[config.mk]
export PLATFORM = sky130hd
export DESIGN_NAME = bcd_conv_ctrl
export DESIGN_NICKNAME = d
export VERILOG_FILES = /design/src/rtl/bcd_pkg.sv /design/src/rtl/bcd_dabble_step.sv /design/src/rtl/bcd_conv_ctrl.sv
export SDC_FILE = /design/constraint.sdc
export NUM_CORES = 1
export LEC_CHECK = 0
export ABC_CLOCK_PERIOD_IN_PS = 2850
export BUFFER_PORTS_ARGS = -buffer_cell sky130_fd_sc_hd__buf_2
export CAP_MARGIN = 20
export CORE_MARGIN = 10
export CORE_UTILIZATION = 60
export CTS_BUF_LIST = sky130_fd_sc_hd__clkbuf_16
export DETAILED_ROUTE_END_ITERATION = 12
export PLACE_DENSITY = 0.82
export SLEW_MARGIN = 15
export SYNTH_ARGS = -nofsm -noshare
export SYNTH_HDL_FRONTEND = slang
export SYNTH_SLANG_ARGS = --single-unit
export TNS_END_PERCENT = 100
[constraint.sdc]
create_clock -name clk -period 2.85 [get_ports clk]
set_input_delay 0 -clock clk [delete_from_list [all_inputs] [get_ports clk]]
set_output_delay 0 -clock clk [all_outputs]
set_load 0.05 [all_outputs]
[src/rtl/bcd_pkg.sv]
`default_nettype none
// ============================================================================
//  Module   : bcd_pkg
//  Purpose  : Shared types and constants for the signed-binary to BCD
//             conversion slice (controller + double-dabble step).
//  Contents : state_t FSM encoding, datapath widths, add-3 constants,
//             calc_ndig helper (significant-digit count of a packed BCD word).
//  Revision : 1.0 - initial release
// ============================================================================
package bcd_pkg;

    localparam int BIN_W  = 15;          // magnitude width = iterations per conversion
    localparam int DIGITS = 5;           // BCD digits produced
    localparam int BCD_W  = 4 * DIGITS;  // packed BCD width
    localparam int CNT_W  = 4;           // ceil(log2(BIN_W))

    localparam logic [3:0] ADD3_THRESH = 4'd5;
    localparam logic [3:0] ADD3_VAL    = 4'd3;

    typedef enum logic [1:0] {
        IDLE  = 2'd0,
        SHIFT = 2'd1,
        FMT   = 2'd2,
        DONE  = 2'd3
    } state_t;

    // Index of the highest nonzero digit + 1; an all-zero word still shows
    // one digit so the display never goes blank.
    function automatic logic [2:0] calc_ndig(input logic [BCD_W-1:0] bcd);
        logic [2:0] n;
        n = 3'd1;
        for (int i = 0; i < DIGITS; i++) begin
            if (bcd[4*i +: 4] != 4'd0) begin
                n = 3'(i + 1);
            end
        end
        return n;
    endfunction

endpackage : bcd_pkg
`default_nettype wire

[src/rtl/bcd_dabble_step.sv]
`default_nettype none
// ============================================================================
//  Module   : bcd_dabble_step
//  Purpose  : One combinational double-dabble iteration: every digit >= 5
//             gets +3 (4-bit, no carry out), then the accumulator shifts left
//             by one with shift_in entering bit 0.
//  Ports    : acc_in   [BCD_W-1:0]  current BCD accumulator
//             shift_in              next magnitude bit (MSB first)
//             acc_out  [BCD_W-1:0]  accumulator after this iteration
//  Revision : 1.0 - initial release
// ============================================================================
module bcd_dabble_step
    import bcd_pkg::*;
(
    input  logic [BCD_W-1:0] acc_in,
    input  logic             shift_in,
    output logic [BCD_W-1:0] acc_out
);

    logic [BCD_W-1:0] w_adj;

    generate
        for (genvar g = 0; g < DIGITS; g++) begin : g_digit
            logic [3:0] w_dig;
            assign w_dig            = acc_in[4*g +: 4];
            assign w_adj[4*g +: 4]  = (w_dig >= ADD3_THRESH) ? (w_dig + ADD3_VAL) : w_dig;
        end
    endgenerate

    // Top bit of the adjusted word is dropped: for magnitudes <= 32767 the
    // upper digit never exceeds 3 before the final shift, so nothing is lost.
    assign acc_out = {w_adj[BCD_W-2:0], shift_in};

endmodule : bcd_dabble_step
`default_nettype wire

[src/rtl/bcd_conv_ctrl.sv]
`default_nettype none
// ============================================================================
//  Module   : bcd_conv_ctrl
//  Purpose  : Converts a signed 16-bit product into sign + packed BCD, one
//             double-dabble iteration per clock, with valid/ready handshakes
//             on both sides.
//  Ports    : clk, rst_n (async active-low), clr (sync abort)
//             in_valid / in_ready / in_data[15:0]   input handshake
//             out_valid / out_ready                 output handshake
//             out_bcd[19:0]  digit 0 in [3:0]
//             out_neg        input negative and nonzero
//             out_ndig[2:0]  significant digits, 1..5
//             out_ovf        input was -32768 (out_bcd forced to 0)
//             busy           FSM not in IDLE
//  Revision : 1.0 - initial release
// ============================================================================
module bcd_conv_ctrl
    import bcd_pkg::*;
(
    input  logic             clk,
    input  logic             rst_n,
    input  logic             clr,
    input  logic             in_valid,
    output logic             in_ready,
    input  logic [15:0]      in_data,
    output logic             out_valid,
    input  logic             out_ready,
    output logic [BCD_W-1:0] out_bcd,
    output logic             out_neg,
    output logic [2:0]       out_ndig,
    output logic             out_ovf,
    output logic             busy
);

    state_t           r_state;
    logic [CNT_W-1:0] r_cnt;
    logic [BIN_W-1:0] r_mag;
    logic             r_neg;
    logic             r_ovf;
    logic [BCD_W-1:0] r_acc;

    logic [15:0]      w_abs;
    logic [CNT_W-1:0] w_idx;
    logic             w_shift_bit;
    logic [BCD_W-1:0] w_acc_next;

    // Magnitude of -32768 does not fit in 15 bits; its low 15 bits are zero,
    // which is harmless because ovf forces the result anyway.
    assign w_abs       = in_data[15] ? (16'd0 - in_data) : in_data;
    assign w_idx       = CNT_W'(BIN_W - 1) - r_cnt;
    assign w_shift_bit = r_mag[w_idx];

    bcd_dabble_step u_step (
        .acc_in   (r_acc),
        .shift_in (w_shift_bit),
        .acc_out  (w_acc_next)
    );

    assign in_ready  = (r_state == IDLE) && !clr;
    assign out_valid = (r_state == DONE);
    assign busy      = (r_state != IDLE);

    always_ff @(posedge clk or negedge rst_n) begin
        if (!rst_n) begin
            r_state  <= IDLE;
            r_cnt    <= '0;
            r_mag    <= '0;
            r_neg    <= 1'b0;
            r_ovf    <= 1'b0;
            r_acc    <= '0;
            out_bcd  <= '0;
            out_neg  <= 1'b0;
            out_ndig <= 3'd1;
            out_ovf  <= 1'b0;
        end else if (clr) begin
            // Abort: in-flight work is dropped, last published result is kept.
            r_state <= IDLE;
        end else begin
            case (r_state)
                IDLE: begin
                    if (in_valid) begin
                        r_mag   <= w_abs[BIN_W-1:0];
                        r_neg   <= in_data[15] && (in_data != 16'd0);
                        r_ovf   <= (in_data == 16'h8000);
                        r_acc   <= '0;
                        r_cnt   <= '0;
                        r_state <= SHIFT;
                    end
                end
                SHIFT: begin
                    r_acc <= w_acc_next;
                    r_cnt <= r_cnt + 1'b1;
                    if (r_cnt == CNT_W'(BIN_W - 1)) begin
                        r_state <= FMT;
                    end
                end
                FMT: begin
                    if (r_ovf) begin
                        out_bcd  <= '0;
                        out_ndig <= 3'd1;
                        out_neg  <= 1'b1;
                    end else begin
                        out_bcd  <= r_acc;
                        out_ndig <= calc_ndig(r_acc);
                        out_neg  <= r_neg;
                    end
                    out_ovf <= r_ovf;
                    r_state <= DONE;
                end
                DONE: begin
                    if (out_ready) begin
                        r_state <= IDLE;
                    end
                end
                default: r_state <= IDLE;
            endcase
        end
    end

endmodule : bcd_conv_ctrl
`default_nettype wire

==> results_dict.tcl <==
set metrics [dict create \
    status "completed" \
    cp_slowest_stage_delay_ns 0.49 \
    cts.sinks 68 \
    cp.arrival_ns 2.45 \
    crit_required_ns 3.05 \
    dr.pass1.iters 4 \
    place_hpwl_mm 5.84 \
    min_to "r_mag[14]$_DFFE_PN0P_" \
    synth_nets 415 \
    p_int_mw 2.34 \
    finalCritPeriodShare 0.789 \
    regArea_sq_um 1700 \
    p_clk_frac 0.274 \
    clockRootBuffer "clkbuf_16" \
    clk_pin_slew_worst_paths_ns 0.05 \
    synth_edf_count 0 \
    ys_types 42 \
    start_util 0.619 \
    layout_commonest_cell "dfrtp_1" \
    synth-seq-cells 68 \
    netlist_area_sq_um 3670 \
    critPathMaxFanout 17 \
    power_density_nw_per_um2 899 \
    diodes 0 \
    io_pins 49 \
    dr_wl_met3_um 537 \
    cp-end-kind "flop" \
    vdd.ir_drop.worst_uv 717 \
    grt_pass1_wl_mm 14.3 \
    worstHoldStart "in_data[14]" \
    die_x_um 98.2 \
    fp.coreArea_sq_um 5920 \
    p_sw_frac 0.397 \
    dieArea_sq_um 9640 \
    cap_violations 0 \
    met1_length_mm 3.55 \
    drt-initial-drc-count 184 \
    syn_avg_cell_area_sq_um 9.78 \
    p_sw_mw 1.54 \
    grt_max_degree 44 \
    slew_headroom 0.488 \
    r2r_slack_ns 0.60 \
    multi_input_area_sq_um 1820 \
    combPwrFrac 0.364 \
    crit_type "flop to flop" \
    report.final.slew_viol_count 0 \
    layout_common_cells "dfrtp_1 (67), nand2_1 (54), buf_2 (48)" \
    die_h_um 98.2 \
    numPortBuffers 48 \
    r2r_end "r_acc[0]$_DFFE_PN0P_" \
    fin_crit_ns 2.25 \
    nets 466 \
    fmax_mhz 445 \
    cts_buffer_depth 2 \
    route.detailed.drc 0 \
    synth_warnings 0 \
    synthCells 375 \
    slowest_stage "or2_2" \
    ant_nets 0 \
    hp-class "input port to flop" \
    finalHoldViolations 0 \
    routed.top_layer "met4" \
    synth_top_flop_cell "dfrtp_1" \
    wl_per_cell_um 16.5 \
    post_cts_buffers 0 \
    synth_async_sr_flop_share 1.00 \
    numCtsBuffers 9 \
    grt_usage 0.176 \
    wl_met2_mm 4.13 \
    cts_hold_buf 6 \
    holdPathStages 3 \
    grt_setup_unrepaired "false" \
    clock_latency_ns 0.33 \
    place.gp.congestion 0.864 \
    finalSetupTns_ns 0 \
    layout-drive-gt1-share 0.190 \
    cts_tree "done" \
    rows 28 \
    leakage_nw 2.07 \
    htreeDepth 3 \
    cts-resized-gates 0 \
    viasPerCell 5.75 \
    via_count 2912 \
    fill_cells 426 \
    grt_pass1_vias 3014 \
    routed_wl_mm 8.35 \
    worstMarginPinSlew_ns 0.768 \
    reg2regPathDepth 6 \
    setup_violations 0 \
    startpoint_type "flop" \
    path_cells "inv_1, ha_1, mux2i_1, or2_2, a221oi_1, o22ai_1" \
    area_delta_synth_final_pct 17.6 \
    synth.yosys.seq_area_share 0.465 \
    utilization 0.728 \
    seq_power_share 0.363 \
    antenna_found_initial 0 \
    grt_remaining_overflow 0 \
    finClkSkew_ns 0.00602 \
    r2r_start "r_state[1]$_DFFE_PN0P_" \
]
worst max-delay path by stage:
stage,from,to,slack [ns]
after floorplan,r_state[0]$_DFFE_PN0P_,r_mag[11]$_DFFE_PN0P_,0.59
after global placement,r_state[1]$_DFFE_PN0P_,r_acc[0]$_DFFE_PN0P_,0.74
after detailed placement,r_state[1]$_DFFE_PN0P_,r_acc[0]$_DFFE_PN0P_,0.63
after CTS,r_state[1]$_DFFE_PN0P_,r_acc[0]$_DFFE_PN0P_,0.61
after global routing,r_state[1]$_DFFE_PN0P_,r_cnt[0]$_DFFE_PN0P_,0.39
final,r_state[1]$_DFFE_PN0P_,r_acc[0]$_DFFE_PN0P_,0.60
routing by layer:
metal / global-route usage / up-vias
met3: 0.0381 / 11
met2: 0.294 / 85
met5: 0 / -
li1: - / 1436
met1: 0.206 / 1380
met4: 0.0948 / 0
metrics by stage:
step | setup slack [ns] | cell area [sq um] | power (mW) | std cells | hold WS, ns
2_1_floorplan | 0.589 | 3670 | 2.45 | 375 | -0.296
3_3_place_gp | 0.736 | 3970 | 2.75 | 484 | 0.0123
3_5_place_dp | 0.629 | 3970 | 2.81 | 484 | 0.0282
4_1_cts | 0.614 | 4310 | 3.90 | 506 | 0.00315
5_1_grt | 0.394 | 4310 | 4.10 | 506 | 0.0387
6_report | 0.602 | 4310 | 3.88 | 506 | 0.00545
layout make-up:
cell class / count / area share
multi-input cells: 268 / 0.421
well taps: 75 / 0.0218
clock buffers: 9 / 0.0522
clock inverters: 7 / 0.0139
repair buffers: 59 / 0.0784
inverters: 20 / 0.0174
flip-flops and latches: 68 / 0.395
cells in the mapped netlist, types with 3 or more instances:
library cell	count	area, sq um
mux2_2	3	33.8
o21ai_0	39	195
nand2_1	54	203
a21oi_1	10	50.1
inv_1	20	75.1
o41ai_1	5	43.8
mux2i_1	9	90.1
mux4_2	3	67.6
xor2_1	10	87.6
clkbuf_1	17	63.8
nor3b_1	10	75.1
or3_1	3	18.8
nor2_1	15	56.3
a22o_1	11	96.3
xnor2_1	10	87.6
o31ai_1	14	105
a31o_2	3	26.3
or2_2	3	18.8
o22ai_1	10	62.6
nand2b_1	17	106
ha_1	19	238
dfrtp_1	67	1680
worst max-delay path: cells and delay by family (launching register included):
family	cells	cell delay, ns
and+or+nand+nor	1	0.49
AOI/OAI and AO/OA	2	0.47
DFF	1	0.40
adders and majority gates	1	0.40
muxes	1	0.25
buffers and inverters	1	0.11
sequential cells by signal, indices dropped and copies added (netlist names):
name / flops
r_state: 2
out_bcd: 20
r_cnt: 4
out_ovf: 1
r_neg: 1
r_acc: 20
out_neg: 1
r_ovf: 1
r_mag: 15
out_ndig: 3
power by group through the flow:
stage	combinational [mW]	clock, mW	sequential (mW)
global route	1.54	1.11	1.45
detailed placement	1.39	0	1.42
CTS	1.43	1.07	1.41
floorplan	0.700	0	1.75
finish	1.41	1.06	1.41
global placement	1.34	0	1.41
cell families after synthesis:
group                    after synthesis  share of synthesized area
AND/OR/NAND/NOR                      112                      0.149
AO/OA/AOI/OAI                        102                      0.181
flip-flops                            68                      0.465
buffers and inverters                 39                     0.0403
XOR/XNOR                              20                     0.0478
adder cells (fa/ha/maj)               19                     0.0648
multiplexers                          15                     0.0522
No activity file was read; power rests on OpenSTA's default activity.
